--- config.mk ---
export PLATFORM = sky130hd
export DESIGN_NAME = fifo_nibble_packer
export DESIGN_NICKNAME = d
export VERILOG_FILES = /design/src/rtl/fifo_nibble_packer.sv
export SDC_FILE = /design/constraint.sdc
export NUM_CORES = 1
export LEC_CHECK = 0
export CAP_MARGIN = 20
export CORE_ASPECT_RATIO = 1.4
export CORE_MARGIN = 1.5
export CORE_UTILIZATION = 54
export DETAILED_ROUTE_END_ITERATION = 16
export MAX_ROUTING_LAYER = met4
export PLACE_DENSITY = 0.9
export RECOVER_POWER = 25
export SKIP_CTS_REPAIR_TIMING = 1
export SLEW_MARGIN = 40
export SYNTH_ARGS = -nofsm -noshare
export SYNTH_HDL_FRONTEND = slang
export SYNTH_SLANG_ARGS = --single-unit
--- constraint.sdc ---
create_clock -name clk -period 2.86 [get_ports clk]
set_input_delay 0.286 -clock clk [delete_from_list [all_inputs] [get_ports clk]]
set_output_delay 0.286 -clock clk [all_outputs]
set_load 0.05 [all_outputs]
--- src/rtl/fifo_nibble_packer.sv ---
// fifo_nibble_packer: drains nibbles from a 4-bit FIFO read port and packs
// NIBBLES of them into one wide word, presented on a valid/ready master port.
// A flush pulse pushes out a partially filled word with its nibble count.
module fifo_nibble_packer #(
   parameter int DATA_W  = 4,
   parameter int NIBBLES = 4
) (
   input  logic                      clk,
   input  logic                      rst,
   input  logic                      fifo_empty,
   input  logic [DATA_W-1:0]         fifo_dout,
   output logic                      fifo_rd,
   input  logic                      flush,
   output logic                      m_valid,
   input  logic                      m_ready,
   output logic [DATA_W*NIBBLES-1:0] m_data,
   output logic [$clog2(NIBBLES):0]  m_count,
   output logic                      busy
);

   localparam int WORD_W = DATA_W * NIBBLES;
   localparam int CW     = $clog2(NIBBLES) + 1;
   localparam logic [CW-1:0] FULL = CW'(NIBBLES);

   // FILL: gathering nibbles; DRAIN: flush waiting on an in-flight read;
   // HOLD: pack holds a finished (full or partial) word but the output is busy
   typedef enum logic [1:0] {FILL, DRAIN, HOLD} state_t;

   state_t            state;
   logic [WORD_W-1:0] pack;
   logic [CW-1:0]     idx;
   logic              pend;
   logic              flush_req;

   logic [WORD_W-1:0] pack_cap;
   logic [CW-1:0]     idx_cap;
   logic              word_done;
   logic              slot_free;

   // Pack register as it looks after this cycle's pending nibble lands
   always_comb begin
      pack_cap = pack;
      for (int i = 0; i < NIBBLES; i++) begin
         if (pend && (idx == CW'(i)))
            pack_cap[i*DATA_W +: DATA_W] = fifo_dout;
      end
   end

   // idx_cap doubles as "captured + in flight" for the read-issue limit
   assign idx_cap   = idx + CW'(pend);
   assign word_done = pend && (idx_cap == FULL);
   assign slot_free = !m_valid || m_ready;

   // Reads stop once the word is fully claimed, while flushing, or outside FILL
   assign fifo_rd = !rst && !fifo_empty && (state == FILL) && !flush_req &&
                    (idx_cap < FULL);

   assign busy = (idx != '0) || pend || flush_req || (state != FILL);

   // Capture, flush handling and output register, all in one state machine
   always_ff @(posedge clk or posedge rst) begin
      if (rst) begin
         state     <= FILL;
         pack      <= '0;
         idx       <= '0;
         pend      <= 1'b0;
         flush_req <= 1'b0;
         m_valid   <= 1'b0;
         m_data    <= '0;
         m_count   <= '0;
      end else begin
         pend <= fifo_rd;
         // accepted word leaves the slot unless something reloads it below
         if (m_valid && m_ready)
            m_valid <= 1'b0;

         case (state)
            HOLD: begin
               if (flush)
                  flush_req <= 1'b1;
               if (slot_free) begin
                  m_valid <= 1'b1;
                  m_data  <= pack;
                  m_count <= idx;
                  pack    <= '0;
                  idx     <= '0;
                  state   <= FILL;
               end
            end

            default: begin
               if (word_done) begin
                  // a flush on this edge finds idx=0 afterwards and is dropped
                  if (flush)
                     flush_req <= 1'b1;
                  if (slot_free) begin
                     m_valid <= 1'b1;
                     m_data  <= pack_cap;
                     m_count <= FULL;
                     pack    <= '0;
                     idx     <= '0;
                     state   <= FILL;
                  end else begin
                     pack  <= pack_cap;
                     idx   <= idx_cap;
                     state <= HOLD;
                  end
               end else if (flush_req && !pend) begin
                  // nothing in flight: emit the partial word or drop the request
                  flush_req <= 1'b0;
                  state     <= FILL;
                  if (idx != '0) begin
                     if (slot_free) begin
                        m_valid <= 1'b1;
                        m_data  <= pack;
                        m_count <= idx;
                        pack    <= '0;
                        idx     <= '0;
                     end else begin
                        state <= HOLD;
                     end
                  end
               end else begin
                  pack <= pack_cap;
                  idx  <= idx_cap;
                  if (flush)
                     flush_req <= 1'b1;
                  if (flush_req && pend)
                     state <= DRAIN;
               end
            end
         endcase
      end
   end

endmodule

Word level (Yosys, flattened, before mapping)
Cells that the tools add are included.

word-level totals
  bits in registers = 43
  input port bits = 9
  output and inout port bits = 22
  logic and storage cells = 93

operators by class
  multiplexer cells = 45
  equal/unequal tests = 8
  magnitude comparators = 1
  $add $sub $neg = 1
  reduce and logical (&&, ||, !) cells = 30

operators with widths
  kind                                                   count
  two-way mux 16 bit                                     12
  two-way mux 3 bit                                      12
  two-way mux 4 bit                                      4
  two-way mux 2 bit                                      7
  logical AND 1 bit                                      12
  two-way mux 1 bit                                      10
  nonzero test 3 bit                                     3
  == test 3 x 2 -> 1 bit, second input constant          2
  logical NOT 1 bit                                      5
  logical OR 1 bit                                       4
  inequality test 4 x 3 -> 1 bit, second input constant  1
  nonzero test 4 bit                                     1
  adder 3 x 1 -> 3 bit                                   1
  == test 3 x 1 -> 1 bit, second input constant          1
  == test 3 bit, second input constant                   1
  logical NOT 3 bit                                      1
  less-than comparator 3 bit, second input constant      1
  inequality test 3 x 1 -> 1 bit, second input constant  1
  AND reduction 3 bit                                    1
  == test 2 bit, second input constant                   1
  logical NOT 2 bit                                      1
  inequality test 2 bit, second input constant           1
  AND reduction 2 bit                                    1
  nonzero test 2 bit                                     1

Logic depth before layout (Yosys ltp)
  depth in word-level cells = 7
  gate-level depth with buffers = 8
  mapped depth without buffers = 6

Worst setup path before layout
Ideal clock, no wire load.

  kind = reg2reg
  start = reg idx[0]
  end = reg pend
  arrival = 2.580 ns
  setup slack = -0.009 ns
  path buffers = 0
  setup time = 0.289 ns
  clock period less this slack = 2.869 ns
  required time = 2.571 ns
  cell stages (with the launch flop) = 5
  cells stage by stage = dfrtp_1 > ha_1 > ha_1 > xor2_2 > nor4_1

between the ends
  longest elaborated chain between the ends = 3

RTL lines
  item                        RTL line  source
  start: declaration          31        logic [CW-1:0] idx;
  start signal: assignment    105       idx <= idx_cap;
  start signal: assignment    125       idx <= idx_cap;
  adder 3 x 1 -> 3 bit        50        assign idx_cap = idx + CW'(pend);
  less-than comparator 3 bit  56        (idx_cap < FULL);
  logical AND 1 bit           55        assign fifo_rd = !rst && !fifo_empty && (state == FILL) && !flush_req &&
  named net fifo_rd           12        output logic fifo_rd,
  end signal: assignment      72        pend <= fifo_rd;
  end: declaration            32        logic pend;

The timed path passes the listed nets, and every way through them passes these cells.
A chain may end at the register's enable or synchronous reset.

Worst setup path in the final report
  start = reg idx[0]
  end = out busy

between the ends
  longest elaborated chain between the ends = 4

RTL lines
  item                           RTL line  source
  nonzero test 3 bit             58        assign busy = (idx != '0) || pend || flush_req || (state != FILL);
  logical OR 1 bit (3 in a row)  58
  end: declaration               18        output logic busy

No other way between the ends.

==> summary by stage <==
Drt
The number of DRC markers in iteration 0 is 110. The count of nets left with antenna violations after detail routing is 0. The pre-antenna-repair detailed-routing pass consisted of 10 iterations. The detail-routed net length per standard cell is 16.89 um. The total vias in the final route is 1954.

After detailed routing, the number of remaining DRC violations is 4. Using the TritonRoute via totals, the vias-per-cell ratio works out to 6.386. The aggregate routed wire length is 5168 um.

Synth
The netlist uses 42 different library cells. Of the total synthesized cell area, the portion taken by XOR and XNOR cells is 1.412%. The library cell occupying the most area in the post-synthesis netlist is sky130_fd_sc_hd__dfrtp_1. By area the synthesized netlist is led by sky130_fd_sc_hd__dfrtp_1 (47%), sky130_fd_sc_hd__o221a_2 (6.8%), sky130_fd_sc_hd__nand2_1 (5.5%), sky130_fd_sc_hd__a21o_1 (5.2%), sky130_fd_sc_hd__a21oi_1 (4.8%). After synthesis the netlist holds a flip-flop and latch count of 43. The fraction of the yosys area taken by sequential cells is 46.71%.

After Yosys synthesis, and, or, nand and nor cells account for 20.86% of the synthesized area. After Yosys synthesis, full adders, half adders and majority gates account for 1.086% of the synthesized area. Summing the areas of all compound-gate instances in the mapped netlist gives 25.20% of the synthesized area. Synthesis handed over a netlist of 231 instances. The top cell type by area accounts for 46.71% of the synthesized area. The total of warnings raised by yosys is 0.

The portion of netlist area occupied by mux cells is 0%. The number of nets produced by synthesis is 242. After synthesis, the largest family of logic cells by area is compound AO/OA/AOI/OAI gates. The mean instance size in the synthesized netlist is 9.972 um^2. The cell area after synthesis is 0.002303 mm^2.

Setup path
In this design, the stage delay of the slowest critical-path cell is 0.71 ns. Among the stages of the critical path, the cell type that occurs most often is sky130_fd_sc_hd__or3_1. Data arrives at the worst endpoint at 2.36 ns. The slowest stage of the critical path belongs to the cell sky130_fd_sc_hd__clkdlybuf4s50_1. The element type at the critical path end is an output port.

The required time of the critical path is 2.57 ns. The kind of cell with the highest combined delay on the critical path is buffers and inverters. In this run the worst path has a maximum fanout of 12. The sort of element at the start of the critical path is a flip-flop. The critical setup path kind is reg -> out. The buffers plus inverters on the worst setup path is 2. Traced cell by cell, the critical path runs through buf_4, or3_1, or3_1, clkdlybuf4s50_1.

STA
The peak clock frequency supported by timing is 0.3775 GHz. The number of failing setup endpoints in the final timing report is 0. Hold timing on the final database bottoms out at a slack of 0.5068 ns. In this run the tightest slew margin relative to its limit is 31.25%. The fraction of the cycle the final worst path needs is 92.63%. The final critical path time including I/O delays and setup is 2.649 ns. The final number of hold-violating endpoints came to 0.

Setup repair after global routing left no endpoint under its margin. The setup TNS is 0 ns. For the pin with the worst max-slew slack, the measured transition is 1.031 ns. The max-slew violation count was 0. The worst clock skew on the final layout is 0.008131 ns.

Place
During placement, the flow inserted port buffers numbering 30. At the end of routability-driven placement, the weighted congestion stood at 0.9204. Summing all placed instances gives a cell area of 0.002650 mm^2. Summed over all nets, the half-perimeter wirelength after detailed placement is 3617 um. The count of placed standard cells including taps is 299.

Die
The die is 80.28 um tall. Once the floorplan was initialized, standard cells occupied 57.30% of the core. The die covers 0.004672 mm^2. The core region is 0.004020 mm^2.

Measured along the x axis, the die boundary spans 58.20 um. The number of cell rows is 27. The number of primary I/O pins is 31.

Final layout
The final-stage net count is 274. Leaving out filler cells and counting taps, the final layout contains 306. Summing all non-filler instances in the final layout gives an area of 0.002758 mm^2.

The total of fill cells in the finished design is 284. The post-route netlist has 15.59% of its cells at a drive strength greater than 1. 0 antenna diodes ended up in the layout.

The relative area change from synthesis to final layout is 19.72%.

Power
The leakage power is 1.230 nW. The power density relative to cell area is 1190 mW/mm^2. The maximum resistive drop on vdd is 0.7066 mV.

Outcome
The run finished, with violations left. The checks that failed: DRC.

Clock network
Clock tree synthesis selected as its root buffer the cell sky130_fd_sc_hd__clkbuf_8. TritonCTS created 5 clock buffers. After clock tree synthesis, the clock-pin slew on the worst setup and hold paths is 0.08 ns. The clock net in this run drives a total of 43 sinks. The H-tree was split into 2 levels. The buffer levels on the longest clock path is 2. TritonCTS built the clock tree. Clock latency on the worst-skew pair, taken at its later pin, is 0.30 ns.

Global route
The global-route wire length before repair is 9025 um. The number of antenna violations at the first check in global routing came to 0. The largest net degree at the start of global routing is 44. The met3 routing resource usage after global routing is 4.348%. In the global route stage, overall resource usage came out at 25.97%. The global-route met1 utilization is 29.13%. The via count of the first global-routing pass is 1982. After global routing the overflow that remains totals 0. met2 is the most crowded layer. In the global route stage, met2 resource usage came out at 43.41%.

Flow run
The tool flagged a number of max-cap violations equal to 0.

Worst hold path
The worst min-delay path category is reg -> reg.
-- routing by layer --
layer / part of all wire, % / wire [um]
met5: 0 / 0
met4: 2.7 / 140
met3: 5.7 / 297
met2: 52 / 2665
met1: 40 / 2064
-- layout by cell type (no fill, tap or decap), types with 4 or more instances in the layout --
master                            count
sky130_fd_sc_hd__o21ai_0             11
sky130_fd_sc_hd__nand2_1             34
sky130_fd_sc_hd__or3_1                5
sky130_fd_sc_hd__buf_4                9
sky130_fd_sc_hd__clkdlybuf4s50_1     28
sky130_fd_sc_hd__a21o_1              16
sky130_fd_sc_hd__nor2_1              10
sky130_fd_sc_hd__o221a_2             14
sky130_fd_sc_hd__clkbuf_8             5
sky130_fd_sc_hd__nor3_1               6
sky130_fd_sc_hd__or4_1                7
sky130_fd_sc_hd__nand3_1              4
sky130_fd_sc_hd__inv_1                8
sky130_fd_sc_hd__dfrtp_1             43
sky130_fd_sc_hd__a21oi_1             22
-- logic make-up (layout without fill, tap and decap cells) --
kind of cell	after synthesis	count (layout)
adders and majority gates	2	2
AOI/OAI and AO/OA	77	77
DFF	43	43
xor gates and xnor gates	2	2
buffers and inverters	22	54
and+or+nand+nor	85	85
-- worst reg2reg max path, stage by stage (launching register included) --
cell and delay [ns]:
sky130_fd_sc_hd__dfrtp_1 0.39, sky130_fd_sc_hd__ha_1 0.21, sky130_fd_sc_hd__ha_1 0.33, sky130_fd_sc_hd__or3b_1 0.53
sky130_fd_sc_hd__o311ai_4 0.40, sky130_fd_sc_hd__buf_4 0.27, sky130_fd_sc_hd__a21oi_1 0.06, sky130_fd_sc_hd__a21o_1 0.16
-- cells in the mapped netlist --
cell type / count
sky130_fd_sc_hd__inv_1: 8
sky130_fd_sc_hd__o211ai_1: 2
sky130_fd_sc_hd__a21oi_1: 22
sky130_fd_sc_hd__a211o_1: 1
sky130_fd_sc_hd__nor3b_4: 1
sky130_fd_sc_hd__nand3_1: 4
sky130_fd_sc_hd__dfrtp_1: 43
sky130_fd_sc_hd__o311ai_4: 1
sky130_fd_sc_hd__o21ai_0: 11
sky130_fd_sc_hd__buf_6: 2
sky130_fd_sc_hd__o221a_2: 14
sky130_fd_sc_hd__a21boi_2: 1
sky130_fd_sc_hd__or3_1: 5
sky130_fd_sc_hd__buf_2: 6
sky130_fd_sc_hd__and4b_1: 1
sky130_fd_sc_hd__nand2_1: 34
sky130_fd_sc_hd__a21oi_2: 1
sky130_fd_sc_hd__nor2_1: 10
sky130_fd_sc_hd__nand4bb_1: 2
sky130_fd_sc_hd__buf_4: 1
sky130_fd_sc_hd__a22o_1: 2
sky130_fd_sc_hd__a21o_1: 16
sky130_fd_sc_hd__o21ai_1: 1
sky130_fd_sc_hd__o22ai_1: 1
sky130_fd_sc_hd__nor3b_1: 2
sky130_fd_sc_hd__xor2_2: 1
sky130_fd_sc_hd__nand4b_1: 1
sky130_fd_sc_hd__nor4_1: 1
sky130_fd_sc_hd__a22oi_2: 1
sky130_fd_sc_hd__nor2b_1: 2
sky130_fd_sc_hd__ha_1: 2
sky130_fd_sc_hd__and4bb_2: 2
sky130_fd_sc_hd__or4_1: 7
sky130_fd_sc_hd__nor4b_2: 1
sky130_fd_sc_hd__nand2b_1: 3
sky130_fd_sc_hd__clkbuf_1: 5
sky130_fd_sc_hd__xnor2_2: 1
sky130_fd_sc_hd__or3b_1: 1
sky130_fd_sc_hd__nor3_1: 6
sky130_fd_sc_hd__or4b_1: 2
sky130_fd_sc_hd__o221ai_1: 2
sky130_fd_sc_hd__o22a_1: 1
-- flip-flops by register name, indices dropped and copies added (netlist names) --
name / cells
flush_req: 1
idx: 3
m_count: 3
m_data: 16
m_valid: 1
pack: 16
pend: 1
state: 2
-- report_power, final --
| group | internal [W] | total [W] | switching [W] |
|---|---|---|---|
| Combinational | 0.000725 | 0.00183 | 0.00110 |
| Clock | 0.000256 | 0.000455 | 0.000199 |
| Sequential | 0.000838 | 0.00100 | 0.000164 |
-- final timing paths --
check	startpoint	to	slack (ns)	cells after the start
max	idx[0]$_DFFE_PP0P_	busy	0.21	4
min	m_count[2]$_DFFE_PP0P_	m_count[2]$_DFFE_PP0P_	0.51	1
max reg2reg	idx[0]$_DFFE_PP0P_	pack[13]$_DFFE_PP0P_	0.40	7
min reg2reg	m_count[2]$_DFFE_PP0P_	m_count[2]$_DFFE_PP0P_	0.51	1
max in group asynchronous	rst	pend$_DFF_PP0_	1.41	3
min in group asynchronous	rst	m_count[2]$_DFFE_PP0P_	0.81	3
-- layout make-up --
type | instances | area (um^2) | area share [%]
clock buffer | 6 | 72.57 | 2.632
clock inverter | 1 | 30.03 | 1.089
inverter | 8 | 30.03 | 1.089
multi-input combinational | 166 | 1132 | 41.06
sequential | 43 | 1076 | 39.02
tap | 43 | 53.80 | 1.951
timing repair buffer | 39 | 362.8 | 13.16
-- metrics by stage --
stage / util (%) / total power, W / setup slack, ns
after floorplan: - / 0.002324 / 0.5911
after global placement: 65.92 / 0.002787 / 0.4356
after detailed placement: 65.92 / 0.002819 / 0.4318
after CTS: 68.47 / 0.003273 / 0.2105
after global routing: 68.60 / 0.003475 / 0.1424
final: 68.60 / 0.003283 / 0.2108
Power figures use the tool's default switching activity.
